`config.mk`:
```
export PLATFORM = sky130hd
export DESIGN_NAME = cve2_rf_write_sched_flat
export DESIGN_NICKNAME = d
export VERILOG_FILES = /design/src/rtl/cve2_rf_write_sched_pkg.sv /design/src/rtl/cve2_rf_write_sched_if.sv /design/src/rtl/cve2_rf_write_sched_clear_seq.sv /design/src/rtl/cve2_rf_write_sched.sv /design/src/flat_wrapper.sv
export SDC_FILE = /design/constraint.sdc
export NUM_CORES = 1
export LEC_CHECK = 0
export ABC_AREA = 1
export BUFFER_PORTS_ARGS = -buffer_cell sky130_fd_sc_hd__buf_2
export CORE_ASPECT_RATIO = 0.9
export CORE_UTILIZATION = 37
export CTS_BUF_LIST = sky130_fd_sc_hd__clkbuf_4 sky130_fd_sc_hd__clkbuf_8 sky130_fd_sc_hd__clkbuf_16
export DETAILED_ROUTE_END_ITERATION = 8
export PLACE_DENSITY = 0.68
export SLEW_MARGIN = 20
export SYNTH_ARGS = -nofsm -noshare
export SYNTH_HDL_FRONTEND = slang
export SYNTH_HIERARCHICAL = 1
export SYNTH_SLANG_ARGS = --single-unit
export TNS_END_PERCENT = 20
```
`constraint.sdc`:
```
create_clock -name clk_i -period 5.07 [get_ports clk_i]
set_input_delay 0.507 -clock clk_i [delete_from_list [all_inputs] [get_ports clk_i]]
set_output_delay 0.507 -clock clk_i [all_outputs]
set_load 0.02 [all_outputs]
```
`src/rtl/cve2_rf_write_sched_pkg.sv`:
```
// Shared types and helpers for the register-file write-port scheduler.
package cve2_rf_write_sched_pkg;

    localparam int unsigned RegAddrW = 5;

    typedef enum logic {
        RfSchedInit,
        RfSchedRun
    } rf_sched_state_e;

    typedef enum logic [2:0] {
        WsrcNone,
        WsrcInit,
        WsrcBuf,
        WsrcEx,
        WsrcLsu
    } rf_wsrc_e;

    function automatic int unsigned num_words(bit rv32e);
        return rv32e ? 16 : 32;
    endfunction

    // RV32E only decodes x0..x15, so bit 4 is forced low.
    function automatic logic [RegAddrW-1:0] mask_addr(bit rv32e, logic [RegAddrW-1:0] addr);
        return rv32e ? {1'b0, addr[3:0]} : addr;
    endfunction

endpackage

```
`src/rtl/cve2_rf_write_sched_if.sv`:
```
// Write-request / register-file bus between ID/EX, the LSU and the write scheduler.
interface cve2_rf_write_sched_if #(
    parameter int unsigned DataWidth = 32,
    parameter int unsigned NumWords  = 32
);
    logic                 ex_req_i;
    logic [4:0]           ex_addr_i;
    logic [DataWidth-1:0] ex_wdata_i;
    logic                 ex_gnt_o;
    logic                 lsu_valid_i;
    logic [4:0]           lsu_addr_i;
    logic [DataWidth-1:0] lsu_wdata_i;
    logic                 rf_we_o;
    logic [4:0]           rf_waddr_o;
    logic [DataWidth-1:0] rf_wdata_o;
    logic [NumWords-1:0]  rf_pend_o;
    logic                 init_busy_o;

    modport master (
        output ex_req_i, ex_addr_i, ex_wdata_i, lsu_valid_i, lsu_addr_i, lsu_wdata_i,
        input  ex_gnt_o, rf_we_o, rf_waddr_o, rf_wdata_o, rf_pend_o, init_busy_o
    );

    modport slave (
        input  ex_req_i, ex_addr_i, ex_wdata_i, lsu_valid_i, lsu_addr_i, lsu_wdata_i,
        output ex_gnt_o, rf_we_o, rf_waddr_o, rf_wdata_o, rf_pend_o, init_busy_o
    );
endinterface

```
`src/rtl/cve2_rf_write_sched_clear_seq.sv`:
```
// Address counter for the post-reset register clear; walks 1..NumWords-1.
module cve2_rf_clear_seq #(
    parameter int unsigned NumWords = 32
) (
    input  logic       clk_i,
    input  logic       rst_ni,
    input  logic       en_i,
    output logic [4:0] addr_o,
    output logic       last_o
);
    logic [4:0] cnt_q;

    // Counter parks on the last address so it never wraps back onto x0.
    always_ff @(posedge clk_i) begin
        if (!rst_ni) begin
            cnt_q <= 5'd1;
        end else if (en_i && !last_o) begin
            cnt_q <= cnt_q + 5'd1;
        end
    end

    assign addr_o = cnt_q;
    assign last_o = (cnt_q == 5'(NumWords - 1));
endmodule

```
`src/rtl/cve2_rf_write_sched.sv`:
```
// Single-write-port register-file scheduler: EX vs. LSU arbitration with a
// one-entry LSU overflow buffer and a post-reset clear sequence.
module cve2_rf_write_sched
    import cve2_rf_write_sched_pkg::*;
#(
    parameter bit                   RV32E        = 1'b0,
    parameter int unsigned          DataWidth    = 32,
    parameter logic [DataWidth-1:0] WordZeroVal  = '0,
    parameter bit                   ClearOnReset = 1'b1
) (
    input  logic                 clk_i,
    input  logic                 rst_ni,
    cve2_rf_write_sched_if.slave bus
);
    localparam int unsigned NumWords = num_words(RV32E);

    rf_sched_state_e      state_q, state_d;
    rf_wsrc_e             wsrc;
    logic                 buf_vld_q;
    logic [RegAddrW-1:0]  buf_addr_q;
    logic [DataWidth-1:0] buf_data_q;
    logic                 buf_set, buf_clr;
    logic [RegAddrW-1:0]  ex_addr, lsu_addr, clr_addr, waddr;
    logic [DataWidth-1:0] wdata;
    logic                 clr_en, clr_last;
    logic                 refill;
    logic [1:0]           refill_cnt_q;

    assign ex_addr  = mask_addr(RV32E, bus.ex_addr_i);
    assign lsu_addr = mask_addr(RV32E, bus.lsu_addr_i);
    assign clr_en   = rst_ni && (state_q == RfSchedInit);

    cve2_rf_clear_seq #(.NumWords(NumWords)) u_clear_seq (
        .clk_i  (clk_i),
        .rst_ni (rst_ni),
        .en_i   (clr_en),
        .addr_o (clr_addr),
        .last_o (clr_last)
    );

    always_ff @(posedge clk_i) begin
        if (!rst_ni) begin
            state_q <= ClearOnReset ? RfSchedInit : RfSchedRun;
        end else begin
            state_q <= state_d;
        end
    end

    // Priority: clear sequence, buffered LSU entry, EX, direct LSU.
    always_comb begin
        state_d = state_q;
        wsrc    = WsrcNone;
        buf_set = 1'b0;
        buf_clr = 1'b0;
        if (state_q == RfSchedInit) begin
            wsrc = WsrcInit;
            if (clr_last) state_d = RfSchedRun;
        end else if (buf_vld_q) begin
            wsrc    = WsrcBuf;
            buf_set = bus.lsu_valid_i;
            buf_clr = !bus.lsu_valid_i;
        end else if (bus.ex_req_i) begin
            wsrc    = WsrcEx;
            buf_set = bus.lsu_valid_i;
        end else if (bus.lsu_valid_i) begin
            wsrc = WsrcLsu;
        end
    end

    always_comb begin
        waddr = '0;
        wdata = '0;
        unique case (wsrc)
            WsrcInit: begin waddr = clr_addr;   wdata = WordZeroVal;    end
            WsrcBuf:  begin waddr = buf_addr_q; wdata = buf_data_q;     end
            WsrcEx:   begin waddr = ex_addr;    wdata = bus.ex_wdata_i; end
            WsrcLsu:  begin waddr = lsu_addr;   wdata = bus.lsu_wdata_i; end
            default: ;
        endcase
    end

    always_ff @(posedge clk_i) begin
        if (!rst_ni) begin
            buf_vld_q <= 1'b0;
        end else if (buf_set) begin
            buf_vld_q <= 1'b1;
        end else if (buf_clr) begin
            buf_vld_q <= 1'b0;
        end
    end

    always_ff @(posedge clk_i) begin
        if (buf_set) begin
            buf_addr_q <= lsu_addr;
            buf_data_q <= bus.lsu_wdata_i;
        end
    end

    // Everything is forced quiet while reset is asserted, whatever the state.
    assign bus.ex_gnt_o    = rst_ni && (wsrc == WsrcEx);
    assign bus.rf_we_o     = rst_ni && (wsrc != WsrcNone) && (waddr != '0);
    assign bus.rf_waddr_o  = rst_ni ? waddr : '0;
    assign bus.rf_wdata_o  = rst_ni ? wdata : '0;
    assign bus.rf_pend_o   = (rst_ni && buf_vld_q && (buf_addr_q != '0))
                             ? (NumWords'(1) << buf_addr_q) : '0;
    assign bus.init_busy_o = rst_ni && (state_q == RfSchedInit);

    assign refill = buf_vld_q && bus.lsu_valid_i;

    always_ff @(posedge clk_i) begin
        if (!rst_ni || !refill) begin
            refill_cnt_q <= 2'd0;
        end else if (refill_cnt_q != 2'd3) begin
            refill_cnt_q <= refill_cnt_q + 2'd1;
        end
    end

    a_no_lsu_in_init: assert property (@(posedge clk_i) disable iff (!rst_ni)
        (state_q == RfSchedInit) |-> !bus.lsu_valid_i);
    a_we_not_x0: assert property (@(posedge clk_i) disable iff (!rst_ni)
        bus.rf_we_o |-> (bus.rf_waddr_o != 5'd0));
    a_gnt_needs_req: assert property (@(posedge clk_i) disable iff (!rst_ni)
        bus.ex_gnt_o |-> bus.ex_req_i);
    a_refill_burst: assert property (@(posedge clk_i) disable iff (!rst_ni)
        !(refill && (refill_cnt_q >= 2'd2)));
endmodule

```
`src/flat_wrapper.sv`:
```
// flat-port wrapper written by rule: the top's interface ports become plain ports
module cve2_rf_write_sched_flat import cve2_rf_write_sched_pkg::*;
#(
    parameter bit                   RV32E        = 1'b0,
    parameter int unsigned          DataWidth    = 32,
    parameter logic [DataWidth-1:0] WordZeroVal  = '0,
    parameter bit                   ClearOnReset = 1'b1
)
  (clk_i, rst_ni, bus_ex_req_i, bus_ex_addr_i, bus_ex_wdata_i, bus_lsu_valid_i, bus_lsu_addr_i, bus_lsu_wdata_i, bus_ex_gnt_o, bus_rf_we_o, bus_rf_waddr_o, bus_rf_wdata_o, bus_rf_pend_o, bus_init_busy_o);
  cve2_rf_write_sched_if #(.DataWidth(DataWidth), .NumWords(32)) bus_i ();
  input  logic clk_i;
  input  logic rst_ni;
  input wire logic [$bits(bus_i.ex_req_i)-1:0] bus_ex_req_i;
  input wire logic [$bits(bus_i.ex_addr_i)-1:0] bus_ex_addr_i;
  input wire logic [$bits(bus_i.ex_wdata_i)-1:0] bus_ex_wdata_i;
  input wire logic [$bits(bus_i.lsu_valid_i)-1:0] bus_lsu_valid_i;
  input wire logic [$bits(bus_i.lsu_addr_i)-1:0] bus_lsu_addr_i;
  input wire logic [$bits(bus_i.lsu_wdata_i)-1:0] bus_lsu_wdata_i;
  output wire logic [$bits(bus_i.ex_gnt_o)-1:0] bus_ex_gnt_o;
  output wire logic [$bits(bus_i.rf_we_o)-1:0] bus_rf_we_o;
  output wire logic [$bits(bus_i.rf_waddr_o)-1:0] bus_rf_waddr_o;
  output wire logic [$bits(bus_i.rf_wdata_o)-1:0] bus_rf_wdata_o;
  output wire logic [$bits(bus_i.rf_pend_o)-1:0] bus_rf_pend_o;
  output wire logic [$bits(bus_i.init_busy_o)-1:0] bus_init_busy_o;
  assign bus_i.ex_req_i = bus_ex_req_i;
  assign bus_i.ex_addr_i = bus_ex_addr_i;
  assign bus_i.ex_wdata_i = bus_ex_wdata_i;
  assign bus_i.lsu_valid_i = bus_lsu_valid_i;
  assign bus_i.lsu_addr_i = bus_lsu_addr_i;
  assign bus_i.lsu_wdata_i = bus_lsu_wdata_i;
  assign bus_ex_gnt_o = bus_i.ex_gnt_o;
  assign bus_rf_we_o = bus_i.rf_we_o;
  assign bus_rf_waddr_o = bus_i.rf_waddr_o;
  assign bus_rf_wdata_o = bus_i.rf_wdata_o;
  assign bus_rf_pend_o = bus_i.rf_pend_o;
  assign bus_init_busy_o = bus_i.init_busy_o;
  cve2_rf_write_sched #(.RV32E(RV32E), .DataWidth(DataWidth), .WordZeroVal(WordZeroVal), .ClearOnReset(ClearOnReset)) u_core (.clk_i(clk_i), .rst_ni(rst_ni), .bus(bus_i));
endmodule
```
**Yosys cells after proc, flatten, opt, wreduce, memory -nomap -nowiden**

Cells that the tools add are included.

- Reductions and logical operators: 13
- Bitwise operators: 1
- Multiplexer cells: 18
- Shift-type cells: 1
- Add/subtract/negate cells: 1
- Equal/unequal tests: 5

Operators with widths:

| operator | number |
|---|---|
| one-hot mux 32 bit (3 select lines) | 1 |
| two-way mux 32 bit | 2 |
| left shift 1 x 5 -> 32 bit (first input constant) | 1 |
| one-hot mux 5 bit (4 select lines) | 1 |
| two-way mux 3 bit | 4 |
| nonzero test 5 bit | 2 |
| two-way mux 1 bit | 9 |
| logical AND 1 bit | 7 |
| equality test 3 x 2 -> 1 bit (second input constant) | 2 |
| adder 5 x 1 -> 5 bit (second input constant) | 1 |
| equality test 5 bit (second input constant) | 1 |
| two-way mux 5 bit | 1 |
| equality test 3 x 1 -> 1 bit (second input constant) | 1 |
| equality test 3 bit (second input constant) | 1 |
| nonzero test 3 bit | 1 |
| zero test 1 bit | 2 |
| nonzero test 2 bit | 1 |
| NOT 1 bit | 1 |

- Output and inout port bits: 72
- Register bits: 44
- Logic and storage cells: 44

**Depth between registers and ports, before layout**

Gate-level depths: netlist of the first run.

- Depth in word-level cells: 8
- Mapped depth: 9
- Mapped depth without buffers: 9

**Hierarchy**

Netlist of the first run, hierarchy kept.

By module, submodules not included:

| module | area an instance (um2) | cells each | instances |
|---|---|---|---|
| cve2_rf_write_sched | 2373.5 | 307 | 1 |
| cve2_rf_clear_seq | 257.7 | 35 | 1 |

**Worst setup path before layout of the first run**

No wires, ideal clock.

- Path kind: input to register
- Start point: input bus_lsu_valid_i
- End point: register u_core.buf_addr_q[0] (enable)
- Stages: 2
- Library setup time: 433 ps
- Arrival: 2222 ps
- Required time: 4637 ps
- Setup slack: 2416 ps
- Buffers on the path: 0
- Cells stage by stage: nand2_1 nor2_1

- Word-level cells in the longest chain between the ends: 3

Ends and longest elaborated chain:

| item | RTL line | source |
|---|---|---|
| start: declaration | flat_wrapper.sv:16 | `input wire logic [$bits(bus_i.lsu_valid_i)-1:0] bus_lsu_valid_i;` |
| two-way mux 1 bit | cve2_rf_write_sched.sv:62 | `end else if (bus.ex_req_i) begin` |
| two-way mux 1 bit (*) | cve2_rf_write_sched.sv:58 | `end else if (buf_vld_q) begin` |
| two-way mux 1 bit (*) | cve2_rf_write_sched.sv:55 | `if (state_q == RfSchedInit) begin` |
| via u_core.buf_set | cve2_rf_write_sched.sv:22 | `logic buf_set, buf_clr;` |
| end signal: assignment | cve2_rf_write_sched.sv:94 | `buf_addr_q <= lsu_addr;` |
| end: declaration | cve2_rf_write_sched.sv:20 | `logic [RegAddrW-1:0] buf_addr_q;` |

Mark *: on every way through the listed nets, which the timed path passes. The rest lies on a longest branch.
A chain may end at the register's enable or synchronous reset.

**Final worst setup path of the first run**

- Start point: register u_core.state_q
- End point: output bus_rf_we_o

- Word-level cells in the longest chain between the ends: 5

Ends and longest elaborated chain:

| item | RTL line | source |
|---|---|---|
| start: declaration | cve2_rf_write_sched.sv:17 | `rf_sched_state_e state_q, state_d;` |
| start signal: assignment | cve2_rf_write_sched.sv:43 | `state_q <= ClearOnReset ? RfSchedInit : RfSchedRun;` |
| start signal: assignment | cve2_rf_write_sched.sv:45 | `state_q <= state_d;` |
| two-way mux 3 bit (*) | cve2_rf_write_sched.sv:55 |  |
| equality test 3 bit (tied with other cells) | cve2_rf_write_sched.sv:73 | `unique case (wsrc)` |
| one-hot mux 5 bit (4 select lines) | cve2_rf_write_sched.sv:73 |  |
| nonzero test 5 bit | cve2_rf_write_sched.sv:101 | `assign bus.rf_we_o = rst_ni && (wsrc != WsrcNone) && (waddr != '0);` |
| logical AND 1 bit (*) | cve2_rf_write_sched.sv:101 |  |
| end: declaration | flat_wrapper.sv:20 | `output wire logic [$bits(bus_i.rf_we_o)-1:0] bus_rf_we_o;` |

Mark *: on every way between the ends. The rest lies on a longest branch, timed or not.

==> results.py, run 1 <==
metrics = {
    "outcome": {
        "status": "finished clean",
    },
    "sta": {
        "tightest_slew_ps": 806,
        "tns_ps": 0,
        "grt_setup_unrepaired": "no",
        "max_slew_margin_pct": 46.1,
        "min_period_over_period_pct": 52.3,
        "hold_slack_ps": 405,
        "max_freq_ghz": 0.377,
        "slew_viol_final": 0,
        "hold_viol": 0,
        "min_period_ps": 2650,
        "setup_ws_ps": 2420,
        "skew_ps": 7.96,
        "finalSetupViolations": 0,
    },
    "floorplan": {
        "fp.dieW_microns": 90.9,
        "num_rows": 28,
        "core_sq_um": 6730,
        "start_util_pct": 39.1,
        "dieHeight_microns": 82,
        "dieArea_sq_um": 7450,
        "ioPinCount": 150,
    },
    "synthesis": {
        "synthFlopType": "edfxtp_1",
        "synthTopCellsByArea": "edfxtp_1, nand2_1, nor2_1",
        "ys_ff_latch": 44,
        "yosysMostFrequentCell": "nand2_1",
        "synth_area_sq_um": 2630,
        "synthCells": 342,
        "yosysSeqAreaShare_pct": 47.6,
        "syn-num-nets": 422,
        "syn_avg_cell_area_sq_um": 7.69,
        "synth-edff-count": 37,
        "yosysTopAreaCellShare_pct": 42.2,
        "async_flop_share_pct": 0,
        "ys_top_cells_by_count": "nand2_1, nor2_1, edfxtp_1, a31oi_1, nand3_1",
        "synth_largest_area_cell": "edfxtp_1",
        "yosys.cell_types.count": 26,
        "yosys_warnings": 6,
    },
    "pwr": {
        "power_mw": 0.726,
        "ir_drop_mv": 0.126,
        "power.density_nw_per_um2": 207,
        "leakage_nw": 1.52,
    },
    "hold_path": {
        "min_path_type": "primary input to flip-flop",
    },
    "clock_network": {
        "clk_pin_slew_ps": 80,
        "post_cts_buffers": 0,
        "ctsResizeCount": 0,
        "clock-sinks": 44,
        "cts_buffer_depth": 2,
        "cts_tree": "built",
        "cts_root_buf": "clkbuf_8",
        "numCtsBuffers": 5,
        "cts_hold_buf": 0,
        "htreeDepth": 2,
        "clk_latency_ps": 290,
    },
    "worst_setup_path": {
        "critPathMaxFanout": 37,
        "critPathCaptureType": "output pin",
        "crit_arrival_ps": 2150,
        "required_ps": 4560,
        "cp-start-kind": "flip-flop",
        "path_class": "flip-flop to output pin",
    },
    "drt": {
        "vias": 2764,
        "via_per_inst": 4.85,
        "first_pass_iters": 4,
        "wl_per_cell_microns": 12.6,
        "routed_wl_microns": 7200,
        "drc": 0,
        "first_iter_violations": 144,
        "ant_nets": 0,
    },
    "global_route": {
        "gr-total-overflow": 0,
        "grt_pass1_wl_microns": 11000,
        "grt_pass1_vias": 2430,
        "grt_max_degree": 41,
        "grt_antenna_before_repair": 0,
        "groute.usage.overall_pct": 18.5,
    },
    "layout": {
        "nNetsFinal": 559,
        "drive_above_1_share_pct": 36.9,
        "diodes": 0,
        "syn_to_final_growth_pct": 33.5,
        "final_core_util_pct": 52.2,
    },
    "placed_design": {
        "hpwl_microns": 5370,
        "gp_congestion": 0.800,
        "dpl_worst_slack_ps": 2470,
        "port_buffers": 148,
    },
    "run": {
        "cap_violations": 0,
    },
}
[through the flow]
step | cells | cell area (sq um)
floorplan | 342 | 2630
global placement | 561 | 3380
detailed placement | 561 | 3380
CTS | 569 | 3490
global route | 570 | 3510
finish | 570 | 3510
[final timing paths]
check,startpoint,to,slack (ps),cells past startpoint
worst max register to register,u_core/buf_vld_q,u_core/buf_addr_q[4],3590,3
worst min-delay path,bus_lsu_wdata_i[21],u_core/buf_data_q[21],410,1
worst max-delay path,u_core/state_q,bus_rf_we_o,2420,9
worst min register to register,u_core/u_clear_seq/addr_o[4],u_core/u_clear_seq/addr_o[4],510,2
[flip-flops by register name, indices dropped and copies added, names as in the netlist]
register	cells
u_core/buf_addr_q	5
u_core/buf_data_q	32
u_core/buf_vld_q	1
u_core/state_q	1
u_core/u_clear_seq/addr_o	5
[layer usage]
layer | global-route usage [%] | part of all wire, %
met1 | 22.9 | 41
met2 | 32.8 | 51
met3 | 3.70 | 6.3
met4 | 5.71 | 1.1
met5 | 0 | 0
[cells by family (layout without fill, tap and decap cells)]
family                   count (synthesis)  in the layout  share of synthesized area, %
flip-flops                              44             44                          47.6
AND/OR/NAND/NOR                        220            220                          35.0
other                                    1              1                         0.143
adder cells (fa/ha/maj)                  2              2                         0.951
AO/OA/AOI/OAI                           40             40                          9.89
buffers and inverters                   35            173                          6.47
[worst max-delay path: stages (launching register included)]
cell and delay [ps]:
dfxtp_1 380, nand2_1 150, nor2_4 650, nand2_1 130, nand2_1 100, nor2_1 50
nand3_1 70, nor2_1 50, nor2_1 90, buf_2 180
[cells in the final DEF (no fill, tap or decap), types with 2 or more instances in the layout]
cell type and n:
a31oi_1 32, buf_2 148, clkbuf_8 5, dfxtp_1 7
edfxtp_1 37, ha_1 2, inv_1 8, inv_2 8
nand2_1 128, nand2_2 3, nand3_1 13, nand4_1 12
nor2_1 56, nor2_4 5, o21ai_0 3
[area by class of cell]
class | count | area [sq um]
Clock buffer | 6 | 76.3
Fill cell | 679 | 3210
Multi-Input combinational cell | 263 | 1220
Timing Repair Buffer | 149 | 761
Tap cell | 90 | 113
Sequential cell | 44 | 1250
Inverter | 16 | 60.1
Clock inverter | 2 | 35.0
[power by group]
group          leakage [nW]  internal, mW  switching (mW)
registers             0.390         0.393         0.00278
clock network        0.0586         0.152           0.111
logic                  1.07        0.0303          0.0367
Note: power is estimated with default switching activity, not from simulation.
==> inputs of run 2 (changes only) <==
--- a/config.mk
+++ b/config.mk
@@ -5,13 +5,13 @@
 export SDC_FILE = /design/constraint.sdc
 export NUM_CORES = 1
 export LEC_CHECK = 0
-export ABC_AREA = 1
+export ABC_AREA = 0
 export BUFFER_PORTS_ARGS = -buffer_cell sky130_fd_sc_hd__buf_2
 export CORE_ASPECT_RATIO = 0.9
 export CORE_UTILIZATION = 37
 export CTS_BUF_LIST = sky130_fd_sc_hd__clkbuf_4 sky130_fd_sc_hd__clkbuf_8 sky130_fd_sc_hd__clkbuf_16
 export DETAILED_ROUTE_END_ITERATION = 8
-export PLACE_DENSITY = 0.68
+export PLACE_DENSITY = 0.7
 export SLEW_MARGIN = 20
 export SYNTH_ARGS = -nofsm -noshare
 export SYNTH_HDL_FRONTEND = slang
==> constraint.sdc (replaced) <==
create_clock -name clk_i -period 2.6 [get_ports clk_i]
set_input_delay 0.26 -clock clk_i [delete_from_list [all_inputs] [get_ports clk_i]]
set_output_delay 0.26 -clock clk_i [all_outputs]
set_load 0.02 [all_outputs]
==> run 2 against run 1 <==
  * Routed wire length down 4.1%
  * Critical path depth fell by 3
  * Setup slack got worse by 2100 ps
  * Largest cell class unchanged
  * Critical path type unchanged
==> results.py, run 2 <==
metrics = {
    "pwr": {
        "power.density_nw_per_um2": 425,
        "ir_drop_mv": 0.213,
        "p_sw_share_pct": 21.7,
        "power_switching_mw": 0.310,
        "leakage_nw": 1.45,
        "p_int_mw": 1.12,
        "pwr-share-comb_pct": 8.8,
        "p_seq_share_pct": 54.2,
        "p_clk_share_pct": 36.9,
    },
    "synthesis": {
        "yosys.cell_types.count": 33,
        "yosys_warnings": 6,
        "yosysTopAreaCellShare_pct": 45.7,
        "synthFlopType": "edfxtp_1",
        "syn_avg_cell_area_sq_um": 9.85,
        "synth_largest_area_cell": "edfxtp_1",
        "syn-num-nets": 327,
        "ys_top_cells_by_count": "nor2_1, edfxtp_1, a222oi_1, nand2_1, buf_2",
        "synth_area_sq_um": 2430,
        "ys_ff_latch": 44,
        "async_flop_share_pct": 0,
        "yosysMostFrequentCell": "nor2_1",
        "synth-edff-count": 37,
        "yosysSeqAreaShare_pct": 51.4,
        "synthTopCellsByArea": "edfxtp_1, a222oi_1, nor2_1",
        "synthCells": 247,
    },
    "global_route": {
        "grt_max_degree": 36,
        "gr-total-overflow": 0,
        "grt_pass1_wl_microns": 10500,
        "grt_antenna_before_repair": 0,
        "groute.usage.overall_pct": 19.7,
        "grt_pass1_vias": 2234,
    },
    "worst_setup_path": {
        "path_class": "flip-flop to output pin",
        "cp_num_buf_inv": 2,
        "crit_start": "u_core/state_q",
        "cpPeakStageDelay_ps": 500,
        "worstSetupEndpoint": "bus_rf_waddr_o[2]",
        "cp_common_cell": "nand2_1",
        "critPathCaptureType": "output pin",
        "reg2reg_to": "u_core/buf_data_q[1]",
        "rrSetupSlack_ps": 910,
        "critPathMaxFanout": 35,
        "ff2ff_path_depth": 3,
        "cp-start-kind": "flip-flop",
        "required_ps": 2340,
        "crit_chain": "nand2_1 > nor3_2 > buf_12 > nand2_1 > a21boi_0 > buf_2",
        "crit_arrival_ps": 1980,
        "worstSetupPathDepth": 6,
        "crit_slowest_cell": "dfxtp_2",
        "r2r_start": "u_core/state_q",
        "cp_top_family": "flip-flops",
    },
    "sta": {
        "max_freq_ghz": 0.447,
        "hold_viol": 0,
        "min_period_ps": 2240,
        "hold_slack_ps": 150,
        "max_slew_margin_pct": 60.0,
        "tns_ps": 0,
        "skew_ps": 5.79,
        "slew_viol_final": 0,
        "finalSetupViolations": 0,
        "min_period_over_period_pct": 86.1,
        "setup_ws_ps": 361,
        "tightest_slew_ps": 600,
        "grt_setup_unrepaired": "no",
    },
    "clock_network": {
        "cts_buffer_depth": 2,
        "cts_hold_buf": 0,
        "numCtsBuffers": 5,
        "clk_latency_ps": 300,
        "htreeDepth": 2,
        "clk_pin_slew_ps": 90,
        "clock-sinks": 44,
        "cts_root_buf": "clkbuf_8",
        "cts_tree": "built",
    },
    "layout": {
        "syn_to_final_growth_pct": 38.0,
        "multiInputGateArea_sq_um": 1080,
        "final_common_cell": "buf_2",
        "largest-register": "u_core/buf_data_q",
        "drive_above_1_share_pct": 44.0,
        "layout_common_cells": "buf_2, nor2_1, edfxtp_1, a222oi_1, nand2_1",
        "largest_reg_flops": 32,
        "nNetsFinal": 465,
        "fillers": 589,
        "regArea_sq_um": 1250,
        "diodes": 0,
    },
    "floorplan": {
        "fp.dieW_microns": 87.5,
        "core_sq_um": 6250,
        "dieHeight_microns": 78.9,
        "dieArea_sq_um": 6910,
        "ioPinCount": 150,
        "start_util_pct": 38.9,
        "num_rows": 27,
    },
    "drt": {
        "ant_nets": 0,
        "first_iter_violations": 270,
        "drc": 0,
        "via_per_inst": 5.26,
        "vias": 2489,
        "first_pass_iters": 6,
        "routed_wl_microns": 6900,
        "wl_per_cell_microns": 14.6,
    },
    "placed_design": {
        "port_buffers": 148,
        "dpl_worst_slack_ps": 182,
        "hpwl_microns": 5230,
        "gp_congestion": 0.775,
    },
    "outcome": {
        "status": "finished clean",
    },
    "run": {
        "cap_violations": 0,
    },
    "hold_path": {
        "min_path_type": "primary input to flip-flop",
        "whs_path_depth": 1,
    },
}
[run 2: final cells by class]
type | instances | share of cell area (%)
Clock buffer | 5 | 2.05
Clock inverter | 3 | 1.27
Tap cell | 87 | 3.24
Sequential cell | 44 | 37.3
Multi-Input combinational cell | 179 | 32.2
Timing Repair Buffer | 155 | 24.0
[run 2: per-stage QoR]
step	cells	instance area, sq um	power [mW]	util, %
floorplan	247	2440	0.833	-
global placement	465	3240	0.913	51.9
detailed placement	465	3240	0.917	51.9
CTS	473	3360	1.43	53.7
global route	473	3360	1.48	53.7
finish	473	3360	1.43	53.7
[run 2: cell families after synthesis]
| logic type | share of synthesized area, % |
|---|---|
| fa+ha+maj | 1.03 |
| mux | 1.23 |
| compound gates | 17.3 |
| xor+xnor | 0.720 |
| buf+inv | 4.78 |
| other cells | 0.154 |
| simple gates | 23.3 |
| flops | 51.4 |
[run 2: routing by layer]
layer | track usage, % | vias to the layer above | part of all wire (%)
li1 | - | 1207 | -
met1 | 23.9 | 1130 | 42
met2 | 34.1 | 142 | 49
met3 | 4.78 | 10 | 7.7
met4 | 6.89 | 0 | 1.4
met5 | 0 | - | 0
[run 2: worst min path at each step]
stage	to	from	slack, ps
floorplan	u_core/u_clear_seq/addr_o[0]	rst_ni	320
global placement	u_core/buf_data_q[9]	bus_lsu_wdata_i[9]	450
detailed placement	u_core/buf_data_q[3]	bus_lsu_wdata_i[3]	450
CTS	u_core/buf_data_q[3]	bus_lsu_wdata_i[3]	140
global route	u_core/buf_data_q[24]	bus_lsu_wdata_i[24]	130
finish	u_core/buf_data_q[3]	bus_lsu_wdata_i[3]	150
[run 2: timing repair]
action                                  in CTS  in global routing
setup buffers                                0                  0
pin swaps                                    0                  0
gates resized for setup                      1                  1
endpoints found under the setup margin      32                  1
[run 2: power groups by stage]
| stage | clock network, mW | logic [mW] | registers (mW) |
|---|---|---|---|
| after global routing | 0.564 | 0.138 | 0.774 |
| final | 0.527 | 0.126 | 0.774 |
| after detailed placement | 0 | 0.127 | 0.790 |
| after CTS | 0.533 | 0.126 | 0.773 |
| after global placement | 0 | 0.123 | 0.790 |
| after floorplan | 0 | 0.0455 | 0.788 |
==> inputs of run 3 (changes only) <==
--- a/config.mk
+++ b/config.mk
@@ -6,7 +6,7 @@
 export NUM_CORES = 1
 export LEC_CHECK = 0
 export ABC_AREA = 0
-export BUFFER_PORTS_ARGS = -buffer_cell sky130_fd_sc_hd__buf_2
+export BUFFER_PORTS_ARGS = -buffer_cell sky130_fd_sc_hd__buf_4
 export CORE_ASPECT_RATIO = 0.9
 export CORE_UTILIZATION = 37
 export CTS_BUF_LIST = sky130_fd_sc_hd__clkbuf_4 sky130_fd_sc_hd__clkbuf_8 sky130_fd_sc_hd__clkbuf_16
==> run 3 against run 2 <==
  * Setup slack improved by 110 ps
  * Largest cell class unchanged
  * Design area rose by 11%
  * Non-clock buffer count rose by 1
==> results.py, run 3 (synthesized netlist as in run 2, its figures left out) <==
metrics = {
    "floorplan": {
        "start_util_pct": 38.9,
        "ioPinCount": 150,
        "num_rows": 27,
        "fp.dieW_microns": 87.5,
        "core_sq_um": 6250,
        "dieArea_sq_um": 6910,
        "dieHeight_microns": 78.9,
    },
    "global_route": {
        "gr-total-overflow": 0,
        "grt_max_degree": 34,
        "grt_pass1_vias": 2379,
        "groute.usage.overall_pct": 20.9,
        "grt_pass1_wl_microns": 11200,
        "grt_antenna_before_repair": 0,
    },
    "placed_design": {
        "hpwl_microns": 5460,
        "dp_cells": 466,
        "gp_congestion": 0.805,
        "dpl_worst_slack_ps": 521,
        "port_buffers": 148,
    },
    "clock_network": {
        "htreeDepth": 2,
        "cts_buffer_depth": 2,
        "clock-sinks": 44,
        "clk_latency_ps": 300,
        "clk_pin_slew_ps": 90,
        "numCtsBuffers": 5,
        "post_cts_buffers": 0,
        "cts_root_buf": "clkbuf_8",
        "cts_tree": "built",
        "ctsResizeCount": 0,
        "cts_hold_buf": 0,
    },
    "sta": {
        "slew_viol_final": 0,
        "tns_ps": 0,
        "min_period_over_period_pct": 81.8,
        "max_slew_margin_pct": 59.7,
        "setup_ws_ps": 474,
        "max_freq_ghz": 0.470,
        "finalSetupViolations": 0,
        "grt_setup_unrepaired": "no",
        "hold_viol": 0,
        "min_period_ps": 2130,
        "skew_ps": 9.24,
        "tightest_slew_ps": 605,
    },
    "worst_setup_path": {
        "cp_num_buf_inv": 3,
        "cp_common_cell": "buf_4",
        "path_class": "flip-flop to output pin",
        "required_ps": 2340,
        "cp-start-kind": "flip-flop",
        "crit_arrival_ps": 1870,
        "critPathMaxFanout": 33,
        "critPathCaptureType": "output pin",
        "cp_top_family": "buffers and inverters",
        "crit_slowest_cell": "a222oi_1",
        "cpPeakStageDelay_ps": 340,
        "ff2ff_path_depth": 4,
        "worstSetupPathDepth": 6,
        "crit_chain": "buf_4 > and3b_1 > buf_4 > a222oi_1 > nor2_1 > buf_4",
    },
    "drt": {
        "wl_per_cell_microns": 15.2,
        "first_pass_iters": 8,
        "drc": 0,
        "vias": 2490,
        "first_iter_violations": 226,
        "routed_wl_microns": 7210,
        "ant_nets": 0,
        "via_per_inst": 5.25,
    },
    "pwr": {
        "power.density_nw_per_um2": 392,
        "ir_drop_mv": 0.287,
        "pwr-share-comb_pct": 11.0,
        "p_seq_share_pct": 53.0,
        "p_sw_share_pct": 21.1,
        "p_int_mw": 1.15,
        "p_clk_share_pct": 36.0,
        "power_switching_mw": 0.307,
        "leakage_nw": 1.52,
    },
    "layout": {
        "largest_reg_flops": 32,
        "largest-register": "u_core/buf_data_q",
        "diodes": 0,
        "syn_to_final_growth_pct": 53.0,
        "drive_above_1_share_pct": 43.9,
        "instances_no_fill": 474,
        "final_common_cell": "buf_4",
        "nNetsFinal": 466,
        "layout_common_cells": "buf_4, nor2_1, edfxtp_1, a222oi_1, nand2_1",
    },
    "outcome": {
        "status": "finished clean",
    },
    "run": {
        "cap_violations": 0,
    },
    "hold_path": {
        "min_path_type": "primary input to flip-flop",
        "whs_path_depth": 1,
    },
}
## run 3: per-stage QoR
stage | hold WS, ps | instance area, sq um | utilization (%) | power, mW
5_1_grt | 130 | 3720 | 59.6 | 1.51
4_1_cts | 136 | 3720 | 59.5 | 1.47
6_report | 141 | 3720 | 59.6 | 1.46
3_5_place_dp | 449 | 3610 | 57.8 | 0.952
2_1_floorplan | 322 | 2440 | - | 0.833
3_3_place_gp | 447 | 3610 | 57.8 | 0.947
## run 3: power groups by stage
stage	registers, mW	logic, mW	clock network (mW)
finish	0.773	0.160	0.525
detailed placement	0.789	0.163	0
global placement	0.789	0.158	0
global route	0.774	0.174	0.562
CTS	0.773	0.162	0.537
floorplan	0.788	0.0455	0
## run 3: metal layers
| layer | vias to the layer above | share of wire, % | GRT usage [%] |
|---|---|---|---|
| met5 | - | 0 | 0 |
| met4 | 0 | 1.7 | 5.74 |
| met3 | 11 | 7.7 | 4.47 |
| met2 | 123 | 48 | 35.2 |
| met1 | 1150 | 42 | 27.1 |
| li1 | 1206 | - | - |
## run 3: final timing paths
| kind | from | endpoint | slack, ps |
|---|---|---|---|
| worst max register to register | u_core/state_q | u_core/buf_data_q[7] | 880 |
| worst min register to register | u_core/u_clear_seq/addr_o[3] | u_core/u_clear_seq/addr_o[3] | 510 |
| worst max-delay path | u_core/buf_vld_q | bus_rf_wdata_o[1] | 470 |
| worst min-delay path | bus_lsu_wdata_i[28] | u_core/buf_data_q[28] | 140 |
## run 3: layout make-up
cell class / instances / area (sq um)
clock buffers: 5 / 68.8
clock inverters: 3 / 42.5
fillers: 567 / 2530
multi-input cells: 179 / 1080
flip-flops and latches: 44 / 1250
well taps: 87 / 109
repair buffers: 156 / 1170
